<file path="config.mk">
export PLATFORM = sky130hd
export DESIGN_NAME = sha1_feeder
export DESIGN_NICKNAME = d
export VERILOG_FILES = /design/src/rtl/sha1_pkg.sv /design/src/rtl/sha1_blkbuf.sv /design/src/rtl/sha1_feeder.sv
export SDC_FILE = /design/constraint.sdc
export NUM_CORES = 2
export LEC_CHECK = 0
export ABC_CLOCK_PERIOD_IN_PS = 6530
export BUFFER_PORTS_ARGS = -buffer_cell sky130_fd_sc_hd__clkbuf_2
export CAP_MARGIN = 20
export CORE_MARGIN = 4
export CORE_UTILIZATION = 50
export CTS_CLUSTER_DIAMETER = 60
export CTS_CLUSTER_SIZE = 8
export DETAILED_ROUTE_END_ITERATION = 10
export GPL_TIMING_DRIVEN = 1
export PLACE_DENSITY = 0.79
export SYNTH_ARGS = -nofsm -noshare
export SYNTH_HDL_FRONTEND = slang
export SYNTH_SLANG_ARGS = --single-unit
</file>
<file path="constraint.sdc">
create_clock -name clk -period 6.53 [get_ports clk]
set_clock_uncertainty 0.05 [all_clocks]
set_input_delay 0.9795 -clock clk [delete_from_list [all_inputs] [get_ports clk]]
set_output_delay 0.9795 -clock clk [all_outputs]
set_load 0.005 [all_outputs]
</file>
<file path="src/rtl/sha1_pkg.sv">
// Shared constants and types for the SHA-1 feeder: initial hash value, FSM states,
// and the big-endian byte-lane mapping used by the block buffer.
package sha1_pkg;

    localparam int unsigned WORD_W = 32;
    localparam int unsigned NWORDS = 16;

    localparam logic [31:0] IV0 = 32'h67452301;
    localparam logic [31:0] IV1 = 32'hefcdab89;
    localparam logic [31:0] IV2 = 32'h98badcfe;
    localparam logic [31:0] IV3 = 32'h10325476;
    localparam logic [31:0] IV4 = 32'hc3d2e1f0;

    typedef enum logic [2:0] {
        FILL,
        PAD80,
        PADZ,
        LEN,
        RUN,
        WAIT,
        ACC,
        DONE
    } state_t;

    // Byte 0 of a word occupies the most significant lane.
    function automatic logic [1:0] byte_lane(input logic [1:0] k);
        return 2'(2'd3 - k);
    endfunction

endpackage

</file>
<file path="src/rtl/sha1_blkbuf.sv">
// 16x32 message block buffer: byte-lane writes from the stream, a 64-bit length write
// into words 14/15, and an asynchronous word read port for the compression core.
module sha1_blkbuf
    import sha1_pkg::*;
(
    input  logic                clk,
    input  logic                nrst,
    input  logic                clr,
    input  logic                byte_we,
    input  logic [5:0]          byte_addr,
    input  logic [7:0]          byte_data,
    input  logic                len_we,
    input  logic [63:0]         len_data,
    input  logic [3:0]          raddr,
    output logic [WORD_W-1:0]   rdata_c
);

    logic [WORD_W-1:0] mem [NWORDS];
    logic [4:0]        lane_lsb;

    assign lane_lsb = {byte_lane(byte_addr[1:0]), 3'b000};

    always_ff @(posedge clk or negedge nrst) begin
        if (!nrst) begin
            for (int unsigned i = 0; i < NWORDS; i++) begin
                mem[i] <= '0;
            end
        end else if (clr) begin
            for (int unsigned i = 0; i < NWORDS; i++) begin
                mem[i] <= '0;
            end
        end else begin
            if (byte_we) begin
                mem[byte_addr[5:2]][lane_lsb +: 8] <= byte_data;
            end
            if (len_we) begin
                mem[14] <= len_data[63:32];
                mem[15] <= len_data[31:0];
            end
        end
    end

    assign rdata_c = mem[raddr];

endmodule

</file>
<file path="src/rtl/sha1_feeder.sv">
// SHA-1 front end: packs the byte stream into 512-bit blocks, applies padding and the
// bit-length trailer, sequences the compression core and accumulates the digest.
module sha1_feeder
    import sha1_pkg::*;
#(
    parameter int unsigned LEN_W = 64
) (
    input  logic         clk,
    input  logic         nrst,
    input  logic [7:0]   in_data,
    input  logic         in_valid,
    input  logic         in_last,
    output logic         in_ready,
    output logic         core_restart,
    output logic [31:0]  core_word,
    input  logic [3:0]   core_raddr,
    input  logic [31:0]  core_a,
    input  logic [31:0]  core_b,
    input  logic [31:0]  core_c,
    input  logic [31:0]  core_d,
    input  logic [31:0]  core_e,
    input  logic         core_ready,
    output logic [31:0]  h0,
    output logic [31:0]  h1,
    output logic [31:0]  h2,
    output logic [31:0]  h3,
    output logic [31:0]  h4,
    output logic [159:0] digest,
    output logic         digest_valid
);

    state_t             state;
    logic [6:0]         byte_idx;
    logic [LEN_W-1:0]   bitlen;
    logic               final_blk;
    logic               ovf;
    logic               pend_pad;
    logic               wait_arm;

    logic               accept;
    logic               buf_byte_we;
    logic [7:0]         buf_byte_data;
    logic               buf_len_we;
    logic               buf_clr;
    logic [31:0]        sum_a, sum_b, sum_c, sum_d, sum_e;

    assign accept = in_valid & in_ready & ((state == FILL) | (state == DONE));

    assign sum_a = h0 + core_a;
    assign sum_b = h1 + core_b;
    assign sum_c = h2 + core_c;
    assign sum_d = h3 + core_d;
    assign sum_e = h4 + core_e;

    // Buffer write strobes follow the current state; the buffer is untouched in RUN/WAIT.
    always_comb begin
        buf_byte_we   = 1'b0;
        buf_byte_data = in_data;
        buf_len_we    = 1'b0;
        buf_clr       = 1'b0;
        case (state)
            FILL, DONE: buf_byte_we = accept;
            PAD80: begin
                buf_byte_we   = 1'b1;
                buf_byte_data = 8'h80;
            end
            PADZ: begin
                buf_byte_we   = ovf ? (byte_idx != 7'd64) : (byte_idx != 7'd56);
                buf_byte_data = 8'h00;
            end
            LEN:     buf_len_we = 1'b1;
            ACC:     buf_clr    = 1'b1;
            default: buf_byte_we = 1'b0;
        endcase
    end

    sha1_blkbuf u_blkbuf (
        .clk       (clk),
        .nrst      (nrst),
        .clr       (buf_clr),
        .byte_we   (buf_byte_we),
        .byte_addr (byte_idx[5:0]),
        .byte_data (buf_byte_data),
        .len_we    (buf_len_we),
        .len_data  (64'(bitlen)),
        .raddr     (core_raddr),
        .rdata_c   (core_word)
    );

    always_ff @(posedge clk or negedge nrst) begin
        if (!nrst) begin
            state        <= FILL;
            byte_idx     <= '0;
            bitlen       <= '0;
            final_blk    <= 1'b0;
            ovf          <= 1'b0;
            pend_pad     <= 1'b0;
            wait_arm     <= 1'b0;
            in_ready     <= 1'b0;
            core_restart <= 1'b0;
            h0           <= IV0;
            h1           <= IV1;
            h2           <= IV2;
            h3           <= IV3;
            h4           <= IV4;
            digest       <= '0;
            digest_valid <= 1'b0;
        end else begin
            core_restart <= 1'b0;
            case (state)
                FILL, DONE: begin
                    in_ready <= 1'b1;
                    if (accept) begin
                        byte_idx <= byte_idx + 7'd1;
                        // First byte after a finished digest starts a fresh message.
                        if (state == DONE) begin
                            h0           <= IV0;
                            h1           <= IV1;
                            h2           <= IV2;
                            h3           <= IV3;
                            h4           <= IV4;
                            bitlen       <= LEN_W'(8);
                            digest_valid <= 1'b0;
                        end else begin
                            bitlen <= bitlen + LEN_W'(8);
                        end
                        if (byte_idx == 7'd63) begin
                            in_ready     <= 1'b0;
                            pend_pad     <= in_last;
                            core_restart <= 1'b1;
                            state        <= RUN;
                        end else if (in_last) begin
                            in_ready <= 1'b0;
                            state    <= PAD80;
                        end else begin
                            state <= FILL;
                        end
                    end
                end
                PAD80: begin
                    byte_idx <= byte_idx + 7'd1;
                    ovf      <= (byte_idx >= 7'd56);
                    state    <= PADZ;
                end
                PADZ: begin
                    if (ovf && (byte_idx == 7'd64)) begin
                        core_restart <= 1'b1;
                        state        <= RUN;
                    end else if (!ovf && (byte_idx == 7'd56)) begin
                        state <= LEN;
                    end else begin
                        byte_idx <= byte_idx + 7'd1;
                    end
                end
                LEN: begin
                    final_blk    <= 1'b1;
                    core_restart <= 1'b1;
                    state        <= RUN;
                end
                RUN: begin
                    wait_arm <= 1'b0;
                    state    <= WAIT;
                end
                // core_ready is not trusted until one full cycle after the restart pulse.
                WAIT: begin
                    if (!wait_arm) begin
                        wait_arm <= 1'b1;
                    end else if (core_ready) begin
                        state <= ACC;
                    end
                end
                ACC: begin
                    h0       <= sum_a;
                    h1       <= sum_b;
                    h2       <= sum_c;
                    h3       <= sum_d;
                    h4       <= sum_e;
                    byte_idx <= '0;
                    if (final_blk) begin
                        final_blk    <= 1'b0;
                        digest       <= {sum_a, sum_b, sum_c, sum_d, sum_e};
                        digest_valid <= 1'b1;
                        in_ready     <= 1'b1;
                        state        <= DONE;
                    end else if (pend_pad) begin
                        pend_pad <= 1'b0;
                        state    <= PAD80;
                    end else if (ovf) begin
                        ovf   <= 1'b0;
                        state <= PADZ;
                    end else begin
                        in_ready <= 1'b1;
                        state    <= FILL;
                    end
                end
                default: state <= FILL;
            endcase
        end
    end

endmodule

</file>
Word-level counts from Yosys, hierarchy flattened
Index checks and enable logic that the tools add are counted.
{"block": "totals", "elab_cells": 168, "reg_bits": 913, "output_inout_bits": 355}
{"block": "classes", "n_addsub": 9, "n_lt_le_gt_ge": 4, "n_reduce_logical": 22, "mux": 69, "n_eq_ne": 25, "shifts": 2, "bitwise": 5}
{"op": "$mux 512", "count": 2}
{"op": "$bwmux 512", "count": 1}
{"op": "$mux 32", "count": 13}
{"op": "$pmux 32 s2", "count": 5}
{"op": "$add 32x32->32", "count": 5}
{"op": "$bmux 32 s4", "count": 1}
{"op": "$demux 32 s4", "count": 1}
{"op": "$mux 64", "count": 2}
{"op": "$add 64x4->64 const B", "count": 1}
{"op": "$shift 8x7->32 const A", "count": 1}
{"op": "$shiftx 8x7->32", "count": 1}
{"op": "$pmux 7 s4", "count": 1}
{"op": "$mux 1", "count": 21}
{"op": "$mux 3", "count": 7}
{"op": "$mux 7", "count": 3}
{"op": "$pmux 3 s7", "count": 1}
{"op": "$ne 2x2->1 const B", "count": 10}
{"op": "$pmux 8 s2", "count": 1}
{"op": "$reduce_and 4->1", "count": 4}
{"op": "$eq 7x6->1 const B", "count": 2}
{"op": "$eq 3x3->1 const B", "count": 4}
{"op": "$pmux 1 s2", "count": 6}
{"op": "$ge 5x5->1 const B", "count": 2}
{"op": "$not 4->5", "count": 2}
{"op": "24 further kinds", "count": 39}

Logic depth before layout (Yosys ltp)
{"block": "logic_depth", "depth_word": 9, "ltp_mapped": 13}

Modules after synthesis
Synthesis repeated with hierarchy kept, for this count alone.
{"block": "hier_totals", "hier_cells": 4666, "hier_area_um2": 47619.4}
{"mod": "sha1_blkbuf", "cells_each": 2187, "seq_area_each_um2": 12812.3, "n_inst": 1, "area_per_inst_um2": 24871.4}
{"mod": "sha1_feeder", "cells_each": 2479, "seq_area_each_um2": 10059.6, "n_inst": 1, "area_per_inst_um2": 22748.1}

Worst setup path before layout
OpenSTA, ideal clock, no wires.
{"block": "synth_path", "path_kind": "input to output", "startpoint": "input core_raddr[0]", "endpoint": "output core_word[11]", "n_path_buf": 2, "cell_stages": 4, "slack_ps": 2449, "arrival_time_ps": 3051, "path_cell_list": "clkbuf_1 -> buf_1 -> mux4_2 -> mux4_2"}
{"block": "synth_via", "elab_chain_cells": 4}
{"item": "start: declaration", "line": "sha1_feeder.sv:16", "text": "input logic [3:0] core_raddr,"}
{"item": "$not 4->5 (not written as such)", "line": "sha1_blkbuf.sv:43", "text": "assign rdata_c = mem[raddr];"}
{"item": "$bmux 32 s4", "line": "sha1_blkbuf.sv:43"}
{"item": "$mux 32 (not written as such) (2 in series)", "line": "sha1_blkbuf.sv:43"}
{"item": "end: declaration", "line": "sha1_feeder.sv:15", "text": "output logic [31:0] core_word,"}
No other way between the ends. The select of a mux whose other input is x is not followed.

Worst setup path in the final report
{"block": "layout_path", "startpoint": "register byte_idx[0]", "endpoint": "register u_blkbuf.mem[440] in the netlist's numbering"}
{"block": "layout_via", "elab_chain_cells": 8, "elab_cells_between_ends": 14}
{"item": "start: declaration", "line": "sha1_feeder.sv:33", "text": "logic [6:0] byte_idx;"}
{"item": "start signal: assignment", "line": "sha1_feeder.sv:114", "text": "byte_idx <= byte_idx + 7'd1;"}
{"item": "start signal: assignment", "line": "sha1_feeder.sv:141", "text": "byte_idx <= byte_idx + 7'd1;"}
{"item": "start signal: assignment", "line": "sha1_feeder.sv:152", "text": "byte_idx <= byte_idx + 7'd1;"}
{"item": "$sub 2x2->2", "line": "sha1_pkg.sv:27", "text": "return 2'(2'd3 - k);"}
{"item": "$neg 5->7", "line": "sha1_blkbuf.sv:34", "text": "mem[byte_addr[5:2]][lane_lsb +: 8] <= byte_data;"}
{"item": "$shift 8x7->32", "line": "sha1_blkbuf.sv:34"}
{"item": "$mux 32 (not written as such)", "line": "sha1_blkbuf.sv:34"}
{"item": "$demux 32 s4", "line": "sha1_blkbuf.sv:34"}
{"item": "$bwmux 512", "line": "sha1_blkbuf.sv:34"}
{"item": "$mux 512", "line": "sha1_blkbuf.sv:33", "text": "if (byte_we) begin"}
{"item": "$mux 512", "line": "sha1_blkbuf.sv:28", "text": "end else if (clr) begin"}
{"item": "end signal: indexed assignment", "line": "sha1_blkbuf.sv:34"}
{"item": "end: declaration", "line": "sha1_blkbuf.sv:18", "text": "logic [WORD_W-1:0] mem [NWORDS];"}
Parallel ways exist; a longest one is shown, timed or not. The select of a mux whose other input is x is not followed.
A chain may end at the register's enable or synchronous reset.

==> results.md <==
- Part of the Yosys area used for sequential elements: 47.1%
- Vias in the first global route: 42784
- Post-synth ARST share: 100%
- Fin util: 58.5%
- Post-CTS Resized: 0
- Routed len/inst: 22.9 µm
- FF+latch area: 22900 µm²
- Die height: 320 µm
- Gp weighted congestion: 0.964
- Fill count: 7918
- Die width: 320 µm
- Fin crit period: 4.54 ns
- Top_reg_cell synth: dfrtp_1
- TritonCTS buffer count: 137
- Max-cap viol count: 0
- CP Capture Type: flop
- Hold buffer count at cts: 0
- Main area contributors after synthesis: dfrtp_1, mux4_2, nand2_1, a21oi_1, dfstp_2
- Initial Util: 50.3%
- Nets: 5815
- Critical path fanouts, max: 56
- CP max stage delay: 1.00 ns
- GRT Total Usage: 30.2%
- GRT overflow: 0
- DR iter-0 viols: 4641
- Fin. Hold Viols: 0
- Max Fclk: 0.220 GHz
- CP Buf/Inv Count: 2
- First-pass GRT wire length: 246 mm
- CTS tree: yes
- Top delay family on crit path: simple AND/OR/NAND/NOR gates
- Max clock buf depth: 3
- Residual DRC: 0
- Number of port buffers: 531
- Distinct cells, synth: 80
- Worst hold margin: 0.311 ns
- Syn nets: 5432
- Leading area contributor after synthesis: dfrtp_1
- P&R area growth vs syn: 16.2%
- Worst min path class: input port to asynchronous set/reset pin
- #FFs+latches synth: 910
- Synth cell count leaders: nand2_1, dfrtp_1, a21oi_1, nor2_1, nand3_1
- CP Cell Sequence: inv_1, ha_1, a41o_1, a41o_1, a21oi_1, o32a_1, buf_4, and3_2, nand2_1, nand2_1, a21oi_1
- Fin crit share: 69.5%
- Max VDD drop: 0.315 mV
- Root buf cell: clkbuf_16
- Pins Over Slew Limit: 0
- Vias per inst: 6.18
- Clock sink total: 910
- Final setup violation count: 0
- Most numerous cell in the Yosys netlist: nand2_1
- Post-synth EDFFs: 0
- Slowest CP cell: and3_2
- Die ar.: 102000 µm²
- WS Path Type: flop to flop
- Worst-Skew Late Latency: 0.75 ns
- CTS HTree Levels: 4
- Final non-filler cell total: 6822
- Startpoint type of the worst setup path: flop
- Area share of the largest cell type after synthesis: 42.8%
- Design area: 56500 µm²
- Setup TNS: 0 ns
- Core area: 96600 µm²
- Clock-pin slew on the worst setup and hold paths: 0.05 ns
- Rows: 114
- WP data required: 7.08 ns
- Share of cells above drive strength 1: 19.1%
- Placed insts: 6599
- Initial antenna violation count: 21
- Post-CTS setup buffers: 0
- RSZ-0062 raised after global routing: no
- Post-Syn Area: 48600 µm²
- PD cells: 437 nW/µm²
- Max-slew headroom: 23.2%
- Multi-input logic area: 24300 µm²
- Cell Area, Placed: 52100 µm²
- Detail Placement HPWL: 107 mm
- Synth Warn #: 0
- Cells after Synth: 5089
- Post-Route WL: 156 mm
- Measured slew at the worst slew-check pin: 1.15 ns
- Remaining antenna violation count: 0
- Outcome: finished clean
- Drt first pass iters: 7
- Synth Area per Inst: 9.55 µm²
- IO Pins: 532
- DR vias: 42154
- Largest net degree at the start of global routing: 248
- CP arrival: 5.09 ns
- Leakage: 0.0256 µW
-- where the power goes --
part	switching [µW]	internal [µW]	leakage, µW	total (µW)
clock network	2750	4070	0.00197	6820
logic	6390	3440	0.0117	9830
registers	1010	6990	0.0120	8000
total	10100	14500	0.0256	24600
-- cell families (layout without fill, tap and decap cells) --
family          Yosys count  in the layout  synth area share [%]
fa+ha+maj               166            166                  4.35
compound gates         1296           1296                  15.8
simple gates           1872           1872                  16.8
other cells               0             17                     0
xor+xnor                199            199                  3.64
mux                     247            247                  9.23
buf+inv                 399            839                  3.11
flops                   910            910                  47.1
-- sequential cells by signal, summed over array words and instances (netlist names) --
signal        cells
h0               32
digest_valid      1
core_restart      1
h4               32
byte_idx          7
bitlen           61
state             3
digest          160
final_blk         1
u_blkbuf.mem    512
pend_pad          1
h2               32
h3               32
in_ready          1
h1               32
ovf               1
wait_arm          1
-- final timing paths --
kind,from,endpoint,slack [ns],cells past startpoint
min reg2reg,digest[32],digest[32],0.42,2
min,nrst,u_blkbuf.mem[453],0.31,1
max in group asynchronous,nrst,u_blkbuf.mem[117],4.67,2
max,byte_idx[0],u_blkbuf.mem[440],1.99,11
min in group clk,digest[32],digest[32],0.42,2
max reg2reg,byte_idx[0],u_blkbuf.mem[440],1.99,11
-- cell usage in the layout, fill, tap and decap left out, drive strengths merged, types with 101 or more instances in the layout --
cell type / instances
o21ai: 296
a21oi: 561
clkbuf: 702
nand3: 324
xor2: 114
a22oi: 104
a21o: 101
nor2: 377
dfrtp: 830
nand2: 895
ha: 161
mux4: 160
-- metrics by stage --
step,total power (µW),setup WS (ns)
after floorplan,13900,2.45
after global placement,17400,1.89
after detailed placement,17600,1.85
after CTS,24500,2.11
after global routing,26000,1.76
final,24600,1.99
-- layer usage --
layer  global-route usage [%]  routed length (µm)
met4                     16.2                9480
met1                     36.9               58000
met3                     8.71               15200
met5                        0                  61
met2                     48.6               73800
-- final cells by class --
| class | instances | share of cell area (%) |
|---|---|---|
| multi-input cells | 3780 | 43.0 |
| diodes | 17 | 0.0754 |
| well taps | 1276 | 2.83 |
| clock buffers | 173 | 6.40 |
| inverters | 40 | 0.266 |
| clock inverters | 23 | 0.944 |
| flip-flops and latches | 910 | 40.5 |
| repair buffers | 603 | 5.93 |
(Power assumes the default switching activity.)
